--- config.mk ---
export PLATFORM = sky130hd
export DESIGN_NAME = ai_mc_wr_serializer
export DESIGN_NICKNAME = d
export VERILOG_FILES = /design/src/rtl/ai_mc_wr_serializer.sv
export SDC_FILE = /design/constraint.sdc
export NUM_CORES = 1
export LEC_CHECK = 0
export CAP_MARGIN = 0
export CORE_MARGIN = 1
export CORE_UTILIZATION = 50
export CTS_BUF_LIST = sky130_fd_sc_hd__clkbuf_4 sky130_fd_sc_hd__clkbuf_8
export DETAILED_ROUTE_END_ITERATION = 12
export PLACE_DENSITY = 0.82
export SLEW_MARGIN = 20
export SYNTH_ARGS = -nofsm -noshare
export SYNTH_HDL_FRONTEND = slang
export SYNTH_SLANG_ARGS = --single-unit
--- constraint.sdc ---
create_clock -name clk -period 3.6 [get_ports clk]
set_input_delay 0.72 -clock clk [delete_from_list [all_inputs] [get_ports clk]]
set_output_delay 0.72 -clock clk [all_outputs]
set_load 0.01 [all_outputs]
--- src/rtl/ai_mc_wr_serializer.sv ---
// Write-back serializer: turns a job (base address, beat count) plus an OFM word stream into
// single-outstanding AW/W/B bursts, split at MAX_BURST beats and MAX_BURST-aligned boundaries.
//
// state  | meaning
// S_IDLE | waiting for a job command
// S_ADDR | burst address presented, waiting for aw_ready
// S_DATA | streaming burst beats from the input FIFO
// S_RESP | waiting for the write response of the burst
// S_FIN  | one-cycle job completion pulse
module ai_mc_wr_serializer #(
  parameter int ADDR_W     = 32,
  parameter int LEN_W      = 16,
  parameter int DATA_W     = 32,
  parameter int MAX_BURST  = 16,
  parameter int FIFO_DEPTH = 4
) (
  input  logic              clk,
  input  logic              rst,
  input  logic              cmd_valid,
  output logic              cmd_ready,
  input  logic [ADDR_W-1:0] cmd_addr,
  input  logic [LEN_W-1:0]  cmd_len,
  input  logic              in_valid,
  output logic              in_ready,
  input  logic [DATA_W-1:0] in_data,
  output logic              aw_valid,
  input  logic              aw_ready,
  output logic [ADDR_W-1:0] aw_addr,
  output logic [7:0]        aw_len,
  output logic              w_valid,
  input  logic              w_ready,
  output logic [DATA_W-1:0] w_data,
  output logic              w_last,
  input  logic              b_valid,
  output logic              b_ready,
  input  logic              b_err,
  output logic              busy,
  output logic              done,
  output logic              err
);

  localparam int BPW  = DATA_W / 8;
  localparam int AOFF = $clog2(BPW);
  localparam int PW   = $clog2(FIFO_DEPTH);
  localparam int CW   = (LEN_W > 9) ? LEN_W : 9;
  localparam logic [ADDR_W-1:0] AMASK = ~ADDR_W'(BPW - 1);

  typedef enum logic [2:0] {S_IDLE, S_ADDR, S_DATA, S_RESP, S_FIN} state_t;

  state_t            state_q, state_d;
  logic [ADDR_W-1:0] addr_q, addr_d;
  logic [LEN_W-1:0]  rem_q, rem_d;
  logic [LEN_W-1:0]  len_q, len_d;
  logic [LEN_W-1:0]  acc_q, acc_d;
  logic              err_q, err_d;
  logic [ADDR_W-1:0] aw_addr_q, aw_addr_d;
  logic [7:0]        aw_len_q, aw_len_d;
  logic [7:0]        beat_q, beat_d;
  logic [DATA_W-1:0] mem_q [FIFO_DEPTH];
  logic [DATA_W-1:0] mem_d [FIFO_DEPTH];
  logic [PW-1:0]     wptr_q, wptr_d, rptr_q, rptr_d;
  logic [PW:0]       cnt_q, cnt_d;
  logic              push, pop, fifo_full, fifo_empty, job_phase;
  logic [8:0]        cur_beats;
  logic [ADDR_W-1:0] cmd_addr_al;

  // Beats until the nearest of: job end, MAX_BURST, next MAX_BURST-aligned word boundary.
  function automatic logic [8:0] burst_beats(input logic [ADDR_W-1:0] a,
                                             input logic [LEN_W-1:0]  r);
    logic [ADDR_W-1:0] word;
    logic [8:0]        room;
    word = a >> AOFF;
    room = 9'(MAX_BURST) - 9'(word & ADDR_W'(MAX_BURST - 1));
    if (CW'(r) < CW'(room)) burst_beats = 9'(r);
    else                    burst_beats = room;
  endfunction

  assign fifo_full   = (cnt_q == (PW+1)'(FIFO_DEPTH));
  assign fifo_empty  = (cnt_q == '0);
  assign job_phase   = (state_q == S_ADDR) || (state_q == S_DATA) || (state_q == S_RESP);
  assign cur_beats   = {1'b0, aw_len_q} + 9'd1;
  assign cmd_addr_al = cmd_addr & AMASK;

  assign cmd_ready = rst && (state_q == S_IDLE);
  assign in_ready  = job_phase && !fifo_full && (acc_q < len_q);
  assign aw_valid  = (state_q == S_ADDR);
  assign aw_addr   = aw_addr_q;
  assign aw_len    = aw_len_q;
  assign w_valid   = (state_q == S_DATA) && !fifo_empty;
  assign w_data    = w_valid ? mem_q[rptr_q] : '0;
  assign w_last    = w_valid && (beat_q == 8'd0);
  assign b_ready   = (state_q == S_RESP);
  assign busy      = (state_q != S_IDLE);
  assign done      = (state_q == S_FIN);
  assign err       = err_q;

  assign push = in_valid && in_ready;
  assign pop  = w_valid && w_ready;

  always_comb begin
    state_d   = state_q;
    addr_d    = addr_q;
    rem_d     = rem_q;
    len_d     = len_q;
    acc_d     = acc_q;
    err_d     = err_q;
    aw_addr_d = aw_addr_q;
    aw_len_d  = aw_len_q;
    beat_d    = beat_q;
    mem_d     = mem_q;
    wptr_d    = wptr_q;
    rptr_d    = rptr_q;
    cnt_d     = cnt_q;

    if (push) begin
      mem_d[wptr_q] = in_data;
      wptr_d        = wptr_q + 1'b1;
      acc_d         = acc_q + 1'b1;
    end
    if (pop) rptr_d = rptr_q + 1'b1;
    case ({push, pop})
      2'b10:   cnt_d = cnt_q + 1'b1;
      2'b01:   cnt_d = cnt_q - 1'b1;
      default: cnt_d = cnt_q;
    endcase

    case (state_q)
      S_IDLE: begin
        if (cmd_valid && cmd_ready) begin
          addr_d = cmd_addr_al;
          rem_d  = cmd_len;
          len_d  = cmd_len;
          acc_d  = '0;
          err_d  = 1'b0;
          if (cmd_len == '0) begin
            state_d = S_FIN;
          end else begin
            state_d   = S_ADDR;
            aw_addr_d = cmd_addr_al;
            aw_len_d  = 8'(burst_beats(cmd_addr_al, cmd_len) - 9'd1);
          end
        end
      end
      S_ADDR: begin
        if (aw_ready) begin
          beat_d  = aw_len_q;
          state_d = S_DATA;
        end
      end
      S_DATA: begin
        if (pop) begin
          if (beat_q == 8'd0) begin
            state_d = S_RESP;
            addr_d  = addr_q + (ADDR_W'(cur_beats) << AOFF);
            rem_d   = rem_q - LEN_W'(cur_beats);
          end else begin
            beat_d = beat_q - 8'd1;
          end
        end
      end
      S_RESP: begin
        if (b_valid) begin
          err_d = err_q | b_err;
          if (rem_q != '0) begin
            state_d   = S_ADDR;
            aw_addr_d = addr_q;
            aw_len_d  = 8'(burst_beats(addr_q, rem_q) - 9'd1);
          end else begin
            state_d = S_FIN;
          end
        end
      end
      S_FIN:   state_d = S_IDLE;
      default: state_d = S_IDLE;
    endcase
  end

  always_ff @(posedge clk) begin
    if (!rst) begin
      state_q   <= S_IDLE;
      addr_q    <= '0;
      rem_q     <= '0;
      len_q     <= '0;
      acc_q     <= '0;
      err_q     <= 1'b0;
      aw_addr_q <= '0;
      aw_len_q  <= '0;
      beat_q    <= '0;
      mem_q     <= '{default: '0};
      wptr_q    <= '0;
      rptr_q    <= '0;
      cnt_q     <= '0;
    end else begin
      state_q   <= state_d;
      addr_q    <= addr_d;
      rem_q     <= rem_d;
      len_q     <= len_d;
      acc_q     <= acc_d;
      err_q     <= err_d;
      aw_addr_q <= aw_addr_d;
      aw_len_q  <= aw_len_d;
      beat_q    <= beat_d;
      mem_q     <= mem_d;
      wptr_q    <= wptr_d;
      rptr_q    <= rptr_d;
      cnt_q     <= cnt_d;
    end
  end

endmodule

==> results.toml <==
[timing]
worst_pin_slew_ns = 0.949
post-route-period-util_pct = 95.2
slew_headroom_pct = 36.7
setup_viol_count_final = 0
postLayoutSetupSlackWorst_ns = 0.174
hold_viol = 0
fin_setup_tns_ns = 0
drv_slew = 0
rsz0062_at_grt = "no"
clock.fmax_ghz = 0.292
fin_worst_skew_ns = 0.0292
fin_crit_ns = 3.43

[routing]
routed_wl_um = 36900
drtAntennaViolNets = 0
drt_iter0_markers = 1009
drt_first_pass_iters = 5
vias = 12263
wl_per_cell_um = 17.7
drc_errors = 0
vias_per_cell = 5.88

[synth]
synthTopCellsByArea = "dfxtp_1 38%, mux2i_1 10%, nor2_1 6.7%"
ys_seq_area_share_pct = 38.2
syn-mean-instance-area_um2 = 8.86
yosysMostFrequentCell = "dfxtp_1"
ys_ff_latch = 263
synth_common_cells = "263 x dfxtp_1, 245 x nor2_1, 144 x nand2_1, 140 x mux2i_1, 72 x clkbuf_1"
yosysWarnings = 0
async_flop_share_pct = 0
synth-edff-count = 0
netlist.top_cell.by_area = "dfxtp_1"
synth_cells = 1558
synth.distinct_cells = 78
syn_area_um2 = 13800
ys.flop_type = "dfxtp_1"
yosysTopAreaCellShare_pct = 38.2

[worst_setup_path]
r2r_start = "aw_len[0]"
rr_worst_depth = 12
r2r_slack_ns = 0.25
startpoint = "state_q[2]"
crit_required_ns = 2.88
critPathKind = "reg2out"
cp.arrival_ns = 2.71
critPathLaunchType = "register"
r2r_end = "addr_q[29]"
critPathCaptureType = "primary output"
path_max_fanout = 18
crit_end = "w_last"

[place]
dp_slack_ns = -0.285
gp_congestion = 0.971
io_buffers = 164
hpwl_um = 24700

[pwr]
leakage_nw = 7.28
combPwrFrac_pct = 32.4
intPower_mw = 6.17
irDropWorstVdd_uv = 309
pwr-share-clk_pct = 29.9
seq_power_share_pct = 37.7
p_sw_share_pct = 34.7
switching_power_mw = 3.27
power_density_nw_per_um2 = 558

[global_route]
grt_pass1_wl_um = 60000
grtUsageTotal_pct = 25.8
antenna_found_initial = 1
grt_max_degree = 147
grt_pass1_vias = 12047
grt-ovfl-total = 0

[floorplan]
start_util_pct = 51.1
io_pins = 169
die_x_um = 168
design.die.area_um2 = 28300
num_rows = 60
core_um2 = 27000
die_h_um = 168

[cells_and_area]
finalCoreUtilization_pct = 62.7
num-nets-final = 1857
drive_gt1_share_pct = 11.6
area_delta_synth_final_pct = 22.7

[clocking]
root_buffer = "clkbuf_8"
cts_buffers = 44
clk_pin_slew_worst_paths_ns = 0.06
clock-sinks = 263
hold_buffers = 0
clkLatencyLatePin_ns = 0.58
cts_tree = "yes"
h-tree-depth = 2
cts_max_path_buffers = 3

[worst_hold_path]
hold_class = "reg2reg"
hold_start = "err"

[run_status]
status = "completed"

[flow_run]
drv_cap = 0
-- power groups by stage --
stage               registers (mW)  clock network, mW  logic (mW)
floorplan                     3.55                  0        2.03
global placement              3.59                  0        2.89
detailed placement            3.61                  0        2.99
CTS                           3.55               2.87        3.01
global route                  3.60               2.98        3.33
finish                        3.56               2.82        3.06
-- per-layer routing --
layer	wire length (um)	vias to the layer above	GRT usage, %
li1	-	5873	-
met1	15800	5791	32.0
met2	17100	482	43.1
met3	2840	117	5.99
met4	1170	0	11.0
met5	0	-	0
-- worst min path at each step --
stage	end	slack [ns]	depth (start not counted)
floorplan	len_q[0]	0.44	2
global placement	err	0.45	2
detailed placement	err	0.47	2
CTS	err	0.48	2
global route	err	0.50	2
finish	err	0.47	2
-- state kept, by name, indices dropped and copies added (netlist names), 2 cells and up --
signal / flops
mem_q: 128
addr_q: 30
aw_addr: 30
acc_q: 16
len_q: 16
rem_q: 16
aw_len: 8
beat_q: 8
cnt_q: 3
state_q: 3
rptr_q: 2
wptr_q: 2
-- layout by cell type, fill, tap and decap left out, drive strengths merged, types with 11 or more instances in the layout --
cell,netlist,routed
a21oi,63,63
or3,12,12
xnor2,16,16
mux4,32,32
a211oi,19,19
buf,35,50
o21ai,59,59
nor3,26,26
dfxtp,263,263
nor2,246,247
o31ai,15,15
and2,35,35
a311oi,45,45
nor4,11,11
ha,53,53
and3,12,12
nand2,145,145
nand3,35,35
clkbuf,72,67
a21o,15,15
inv,60,62
xor2,14,14
clkdlybuf4s50,0,163
mux2i,141,141
-- final cells by class --
cell class / count / area, um^2
clock buffer: 67 / 841
timing repair buffer: 214 / 2090
inverter: 60 / 230
multi-input combinational: 1130 / 7980
antenna: 1 / 2.50
fill: 2161 / 10100
clock inverter: 9 / 96.3
tap: 341 / 427
sequential: 263 / 5270
-- timing repair --
| item | in CTS | in global routing |
|---|---|---|
| resized for setup | 0 | 5 |
| endpoints found under the setup margin | 0 | 29 |
| buffers inserted | 0 | 2 |
-- worst max-delay path, stage by stage (launching register included) --
cell	delay, ns
dfxtp_1	0.40
or3b_2	0.65
nor2_8	0.29
and2_1	0.17
clkdlybuf4s50_1	0.62
-- stage by stage --
step | instances | total power [mW] | hold WS, ns | cell area [um^2]
2_1_floorplan | 1559 | 5.59 | 0.436 | 13800
3_3_place_gp | 2005 | 6.48 | 0.448 | 15900
3_5_place_dp | 2005 | 6.60 | 0.465 | 15900
4_1_cts | 2081 | 9.42 | 0.479 | 16900
5_1_grt | 2084 | 9.92 | 0.501 | 16900
6_report | 2085 | 9.44 | 0.472 | 16900
-- logic make-up (layout without fill, tap and decap cells) --
logic type	Yosys count	count (layout)	synth area share, %
flops	263	263	38.2
buf+inv	167	350	4.94
simple gates	564	565	18.7
mux	183	183	16.3
other cells	1	3	0.0272
xor+xnor	30	30	1.90
fa+ha+maj	56	56	5.24
compound gates	294	294	14.7
Note: power is estimated with default switching activity, not from simulation.
